`src/rtl/datapath_sequencer.sv`:
```
// datapath_sequencer: queues datapath commands in a small FIFO and replays
// each one (cmd_repeat + 1) times through an IDLE -> ISSUE -> WAIT sequence.
// A repetition lasts two cycles: ISSUE drives the head entry onto the
// register-file/ALU controls, and WAIT holds them at zero while the datapath
// flags settle.
// Optional feature macro: SEQ_FLAG_STOP_EN -- when defined, a WAIT edge whose
// Flags_in intersects the entry's stop mask ends that entry early.
module datapath_sequencer #(
  parameter int DEPTH = 4
) (
  input  logic                     clk,
  input  logic                     reset,
  input  logic                     cmd_valid,
  output logic                     cmd_ready,
  input  logic [7:0]               cmd_opcode,
  input  logic [3:0]               cmd_rdest,
  input  logic [3:0]               cmd_rsrc,
  input  logic                     cmd_imm_sel,
  input  logic [15:0]              cmd_imm,
  input  logic                     cmd_wb,
  input  logic [3:0]               cmd_repeat,
  input  logic [4:0]               cmd_stop_mask,
  output logic [7:0]               opcode,
  output logic [3:0]               Rdest_sel,
  output logic [3:0]               Rsrc_sel,
  output logic                     Imm_sel,
  output logic [15:0]              Imm_in,
  output logic [15:0]              wEnable,
  input  logic [4:0]               Flags_in,
  output logic                     busy,
  output logic                     done,
  output logic [$clog2(DEPTH):0]   fifo_count,
  output logic [4:0]               last_flags
);

  localparam int AW = $clog2(DEPTH);
  localparam int CW = AW + 1;
  localparam logic [AW-1:0] PTR_ONE  = AW'(1);
  localparam logic [CW-1:0] CNT_ZERO = CW'(0);
  localparam logic [CW-1:0] CNT_ONE  = CW'(1);
  localparam logic [CW-1:0] DEPTH_C  = CW'(DEPTH);

  typedef enum logic [1:0] {
    IDLE  = 2'd0,
    ISSUE = 2'd1,
    WAIT  = 2'd2
  } state_t;

  typedef struct packed {
    logic [7:0]  opcode;
    logic [3:0]  rdest;
    logic [3:0]  rsrc;
    logic        imm_sel;
    logic [15:0] imm;
    logic        wb;
    logic [3:0]  rpt;
`ifdef SEQ_FLAG_STOP_EN
    logic [4:0]  stop_mask;
`endif
  } entry_t;

  // Write-enable decode: one bit per destination register.
  function automatic logic [15:0] onehot16(input logic [3:0] idx);
    onehot16 = 16'h0001 << idx;
  endfunction

  state_t        state_r;
  state_t        next_state_s;
  entry_t        mem_r [DEPTH];
  entry_t        push_entry_s;
  entry_t        issue_s;
  logic [AW-1:0] wr_ptr_r;
  logic [AW-1:0] rd_ptr_r;
  logic [AW-1:0] issue_idx_s;
  logic [3:0]    rep_cnt_r;
  logic          push_s;
  logic          pop_s;
  logic          finish_s;
  logic          new_entry_s;
  logic          stop_s;

  assign cmd_ready = (fifo_count < DEPTH_C);
  assign busy      = (state_r != IDLE) || (fifo_count != CNT_ZERO);
  assign push_s    = cmd_valid & cmd_ready;
  assign pop_s     = finish_s;

  // The entry that will be on the outputs next cycle: a repeat keeps the
  // head, a completed entry hands over to the one behind it.
  assign issue_idx_s = finish_s ? (rd_ptr_r + PTR_ONE) : rd_ptr_r;
  assign issue_s     = mem_r[issue_idx_s];

`ifdef SEQ_FLAG_STOP_EN
  entry_t head_s;
  assign head_s = mem_r[rd_ptr_r];
  assign stop_s = |(Flags_in & head_s.stop_mask);
`else
  logic [4:0] unused_stop_mask;
  assign unused_stop_mask = cmd_stop_mask;
  assign stop_s           = 1'b0;
`endif

  // Pack the incoming command into a FIFO entry.
  always_comb begin
    push_entry_s         = '0;
    push_entry_s.opcode  = cmd_opcode;
    push_entry_s.rdest   = cmd_rdest;
    push_entry_s.rsrc    = cmd_rsrc;
    push_entry_s.imm_sel = cmd_imm_sel;
    push_entry_s.imm     = cmd_imm;
    push_entry_s.wb      = cmd_wb;
    push_entry_s.rpt     = cmd_repeat;
`ifdef SEQ_FLAG_STOP_EN
    push_entry_s.stop_mask = cmd_stop_mask;
`endif
  end

  // Next-state logic; finish_s marks the WAIT edge that retires the head.
  always_comb begin
    next_state_s = state_r;
    finish_s     = 1'b0;
    case (state_r)
      IDLE: begin
        if (fifo_count != CNT_ZERO) begin
          next_state_s = ISSUE;
        end else begin
          next_state_s = IDLE;
        end
      end
      ISSUE: begin
        next_state_s = WAIT;
      end
      WAIT: begin
        if ((rep_cnt_r != 4'd0) && !stop_s) begin
          next_state_s = ISSUE;
        end else begin
          finish_s = 1'b1;
          if (fifo_count > CNT_ONE) begin
            next_state_s = ISSUE;
          end else begin
            next_state_s = IDLE;
          end
        end
      end
      default: begin
        next_state_s = IDLE;
      end
    endcase
  end

  // A fresh entry starts whenever ISSUE is entered from IDLE or after a retire.
  always_comb begin
    if ((next_state_s == ISSUE) && ((state_r == IDLE) || finish_s)) begin
      new_entry_s = 1'b1;
    end else begin
      new_entry_s = 1'b0;
    end
  end

  // FSM state register.
  always_ff @(posedge clk) begin
    if (reset) begin
      state_r <= IDLE;
    end else begin
      state_r <= next_state_s;
    end
  end

  // FIFO storage; contents need no reset because occupancy gates every read.
  always_ff @(posedge clk) begin
    if (push_s && !reset) begin
      mem_r[wr_ptr_r] <= push_entry_s;
    end
  end

  // FIFO pointers and occupancy; a push and pop on the same edge cancel.
  always_ff @(posedge clk) begin
    if (reset) begin
      wr_ptr_r   <= '0;
      rd_ptr_r   <= '0;
      fifo_count <= CNT_ZERO;
    end else begin
      if (push_s) begin
        wr_ptr_r <= wr_ptr_r + PTR_ONE;
      end
      if (pop_s) begin
        rd_ptr_r <= rd_ptr_r + PTR_ONE;
      end
      if (push_s && !pop_s) begin
        fifo_count <= fifo_count + CNT_ONE;
      end else if (!push_s && pop_s) begin
        fifo_count <= fifo_count - CNT_ONE;
      end
    end
  end

  // Repeat counter: loaded per entry, decremented on each repeating WAIT edge.
  always_ff @(posedge clk) begin
    if (reset) begin
      rep_cnt_r <= 4'd0;
    end else if (new_entry_s) begin
      rep_cnt_r <= issue_s.rpt;
    end else if ((state_r == WAIT) && !finish_s) begin
      rep_cnt_r <= rep_cnt_r - 4'd1;
    end
  end

  // Completion pulse and flag capture, both on the WAIT edge.
  always_ff @(posedge clk) begin
    if (reset) begin
      done       <= 1'b0;
      last_flags <= 5'd0;
    end else begin
      done <= finish_s;
      if (state_r == WAIT) begin
        last_flags <= Flags_in;
      end
    end
  end

  // Datapath controls are registered so they are valid for the whole ISSUE
  // cycle and forced to zero in IDLE and WAIT.
  always_ff @(posedge clk) begin
    if (reset) begin
      opcode    <= 8'd0;
      Rdest_sel <= 4'd0;
      Rsrc_sel  <= 4'd0;
      Imm_sel   <= 1'b0;
      Imm_in    <= 16'd0;
      wEnable   <= 16'd0;
    end else if (next_state_s == ISSUE) begin
      opcode    <= issue_s.opcode;
      Rdest_sel <= issue_s.rdest;
      Rsrc_sel  <= issue_s.rsrc;
      Imm_sel   <= issue_s.imm_sel;
      Imm_in    <= issue_s.imm;
      wEnable   <= issue_s.wb ? onehot16(issue_s.rdest) : 16'd0;
    end else begin
      opcode    <= 8'd0;
      Rdest_sel <= 4'd0;
      Rsrc_sel  <= 4'd0;
      Imm_sel   <= 1'b0;
      Imm_in    <= 16'd0;
      wEnable   <= 16'd0;
    end
  end

endmodule

```
`config.mk`:
```
export PLATFORM = sky130hd
export DESIGN_NAME = datapath_sequencer
export DESIGN_NICKNAME = d
export VERILOG_FILES = /design/src/rtl/datapath_sequencer.sv
export SDC_FILE = /design/constraint.sdc
export NUM_CORES = 1
export LEC_CHECK = 0
export ABC_CLOCK_PERIOD_IN_PS = 3300
export CORE_ASPECT_RATIO = 0.8
export CORE_MARGIN = 1.5
export CORE_UTILIZATION = 32
export CTS_CLUSTER_DIAMETER = 120
export DETAILED_ROUTE_END_ITERATION = 10
export PLACE_DENSITY = 0.57
export SYNTH_ARGS = -nofsm -noshare
export SYNTH_HDL_FRONTEND = slang
export SYNTH_SLANG_ARGS = --single-unit
```
`constraint.sdc`:
```
create_clock -name clk -period 3.3 [get_ports clk]
set_input_delay 0.495 -clock clk [delete_from_list [all_inputs] [get_ports clk]]
set_output_delay 0.495 -clock clk [all_outputs]
set_load 0.05 [all_outputs]
```
==> impl_metrics.toml <==
[outcome]
status = "completed"

[yosys]
synth_seq_cells = 220
yosys.area.top_type = "edfxtp_1"
yosysWarnings = 0
postSynthNetCount = 572
synthTopCellsByArea = "edfxtp_1 54%, dfxtp_1 16%, mux4_2 10%, and2_1 2.5%, ha_1 1.3%"
synth.avg_cell_area_sq_um = 16.66
synth_top_flop_cell = "edfxtp_1"
synth_top_area_share_pct = 53.52
netlist_area_sq_um = 8528
synth_edf_count = 152
syn_inst = 512
synth-async-reset-ratio_pct = 0
synth.distinct_cells = 59
yosysSeqAreaShare_pct = 69.48

[critical_path]
critPathLaunchType = "flop"
timing.rr.start = "rep_cnt_r[0]"
cp_data_required_time_ns = 3.68
r2r_setup_slack_ns = 0.51
critPathCaptureType = "flop"
crit_family = "compound AO/OA/AOI/OAI gates"
timing.rr.end = "wEnable[3]"
crit_arrival_ns = 3.17
crit_type = "flop to flop"
cp_cell_sequence = "inv_1, ha_1, or3b_1, buf_4, nor2_8, inv_2, a311oi_1, o211ai_1, a211oi_1"
cp_max_fo = 8
cp_num_buf_inv = 3
cp_slowest_cell = "a311oi_1"
cp_slowest_stage_delay_ns = 0.51
worst_r2r_path_depth = 9

[pwr]
ir_worst_vdd_mv = 0.3470
p_leak_nw = 3.614
powerDensity_nw_per_um2 = 750.6

[floorplan]
core_sq_um = 26260
chipHeight_um = 149.0
dieArea_sq_um = 27650
die_x_um = 185.5
io_pins = 111
rows = 53
initial_core_util_pct = 32.48

[final_layout]
postLayoutCellArea_sq_um = 10810
fin_util_pct = 41.17
areaGrowthSynthToFinish_pct = 26.76
n_antenna_cell = 0
fin_nets = 696
drive_gt1_share_pct = 16.26

[routing]
wl_per_cell_um = 17.45
first_iter_violations = 343
viasPerCell = 4.672
vias = 4714
postRouteAntennaNets = 0
routed_wl_mm = 17.61
drtPass1Iterations = 4
drc = 0

[clock_tree]
cts_made_buffers = 22
cts_sinks = 220
cts_tree = "built"
htree_levels = 1
root_buffer = "clkbuf_16"
hold_buffers = 0
clk_path_buf_depth = 3
postCtsSetupRepairBufs = 0
post_cts_resized = 0
clk_latency_ns = 0.50
clk_pin_slew_worst_paths_ns = 0.06

[run]
cap_violations = 0

[grt]
grt_max_degree = 38
gr-total-overflow = 0
grt_pass1_wl_mm = 27.07
grt_util_all_layers_pct = 12.84
grt_antenna_before_repair = 1
grt_pass1_vias = 4804

[sta]
clock.fmax_mhz = 358.7
setup_tns_ns = 0
worst_pin_slew_ns = 0.6325
min_period_ns = 2.788
setup_viol = 0
rsz0062_at_grt = "false"
slew_violations = 0
skew_ns = 0.02052
finalCritPeriodShare_pct = 84.48
hold_viol_final = 0
max_slew_margin_pct = 57.83

[placed_design]
gp_congestion = 0.7882
io_buffers = 105
dp_hpwl_mm = 11.58
placed_area_sq_um = 10070

[worst_hold_path]
min_path_cells = 2
whs_endpoint = "last_flags[1]"
worstHoldStart = "last_flags[1]"
hold_class = "flop to flop"
-- layer usage --
| layer | track usage, % | vias up | share of wire [%] | wire length [um] |
|---|---|---|---|---|
| li1 | - | 2229 | - | - |
| met1 | 18.00 | 2323 | 47 | 8239 |
| met2 | 19.83 | 134 | 45 | 8004 |
| met3 | 3.369 | 26 | 6.1 | 1079 |
| met4 | 3.171 | 2 | 1.6 | 275 |
| met5 | 0 | - | 0.074 | 13 |
-- power breakdown --
group	total [mW]	switching, mW	internal, mW
clock	2.52	0.993	1.53
combinational	2.21	1.36	0.846
sequential	3.38	0.130	3.25
-- metrics by stage --
step,hold slack [ns],power [mW],cells,setup slack [ns]
finish,0.4578,8.115,1009,0.5120
floorplan,0.5062,5.009,512,0.8562
global route,0.4914,8.492,1009,0.3058
global placement,0.4424,5.643,969,0.5818
CTS,0.4590,8.212,1009,0.4941
detailed placement,0.4505,5.680,969,0.5336
-- flip-flops by register name, summed over array words and instances (netlist names) --
| signal | flops |
|---|---|
| Imm_in | 16 |
| Imm_sel | 1 |
| Rdest_sel | 4 |
| Rsrc_sel | 4 |
| done | 1 |
| fifo_count | 3 |
| last_flags | 5 |
| mem_r | 152 |
| opcode | 8 |
| rd_ptr_r | 2 |
| rep_cnt_r | 4 |
| state_r | 2 |
| wEnable | 16 |
| wr_ptr_r | 2 |
-- final cells by class --
type | count | area, sq um
Fill cell | 2408 | 15450
Inverter | 13 | 48.80
Clock buffer | 35 | 660.6
Clock inverter | 5 | 82.58
Sequential cell | 220 | 5926
Tap cell | 357 | 446.7
Timing Repair Buffer | 121 | 1234
Multi-Input combinational cell | 258 | 2412
-- Yosys cell counts (3+ instances only) --
cell type	n
edfxtp_1	152
dfxtp_1	68
mux4_2	38
and2_1	34
nand2_1	28
a21oi_1	15
nand2b_1	13
nor3_1	12
clkbuf_1	11
inv_1	11
a211oi_1	9
ha_1	9
nor2_1	9
o21ai_0	8
and3_1	6
buf_2	5
nand3_1	5
o211ai_1	5
o22ai_1	5
buf_12	4
mux2i_1	4
nor2b_1	4
or2_2	4
a311oi_1	3
a31oi_1	3
mux4_1	3
nand3b_1	3
-- cells by family after synthesis --
group	synth area share, %
compound gates	4.827
flops	69.48
fa+ha+maj	1.320
simple gates	9.786
xor+xnor	0.6017
mux	11.56
buf+inv	2.421
-- cell usage in the layout, fill, tap and decap left out, types with 8 or more instances in the layout --
cell and instances:
buf_4 11, clkdlybuf4s50_1 105, a211oi_1 9, a21oi_1 15
o21ai_0 8, nor2_1 9, inv_1 11, edfxtp_1 152
nand2_1 28, nor3_1 12, mux4_2 38, ha_1 9
and2_1 34, clkbuf_16 23, clkbuf_1 8, dfxtp_1 68
nand2b_1 13
-- how the worst max path moves through the flow --
stage                            start      endpoint  slack (ns)  cells past startpoint
final                     rep_cnt_r[0]    wEnable[3]        0.51                      9
after global routing      rep_cnt_r[0]    wEnable[8]        0.31                      9
after CTS                 rep_cnt_r[0]    wEnable[3]        0.49                      9
after detailed placement  rep_cnt_r[0]    wEnable[3]        0.53                      9
after global placement    rep_cnt_r[0]     Imm_in[0]        0.58                      8
after floorplan           rep_cnt_r[0]  Rdest_sel[0]        0.86                     10
-- worst min-delay path: cells and delay by family, from the launching register on --
kind | cells | cell delay (ns)
AO/OA/AOI/OAI | 1 | 0.05
flip-flops | 1 | 0.31
AND/OR/NAND/NOR | 1 | 0.05
Note: power is estimated with default switching activity, not from simulation.
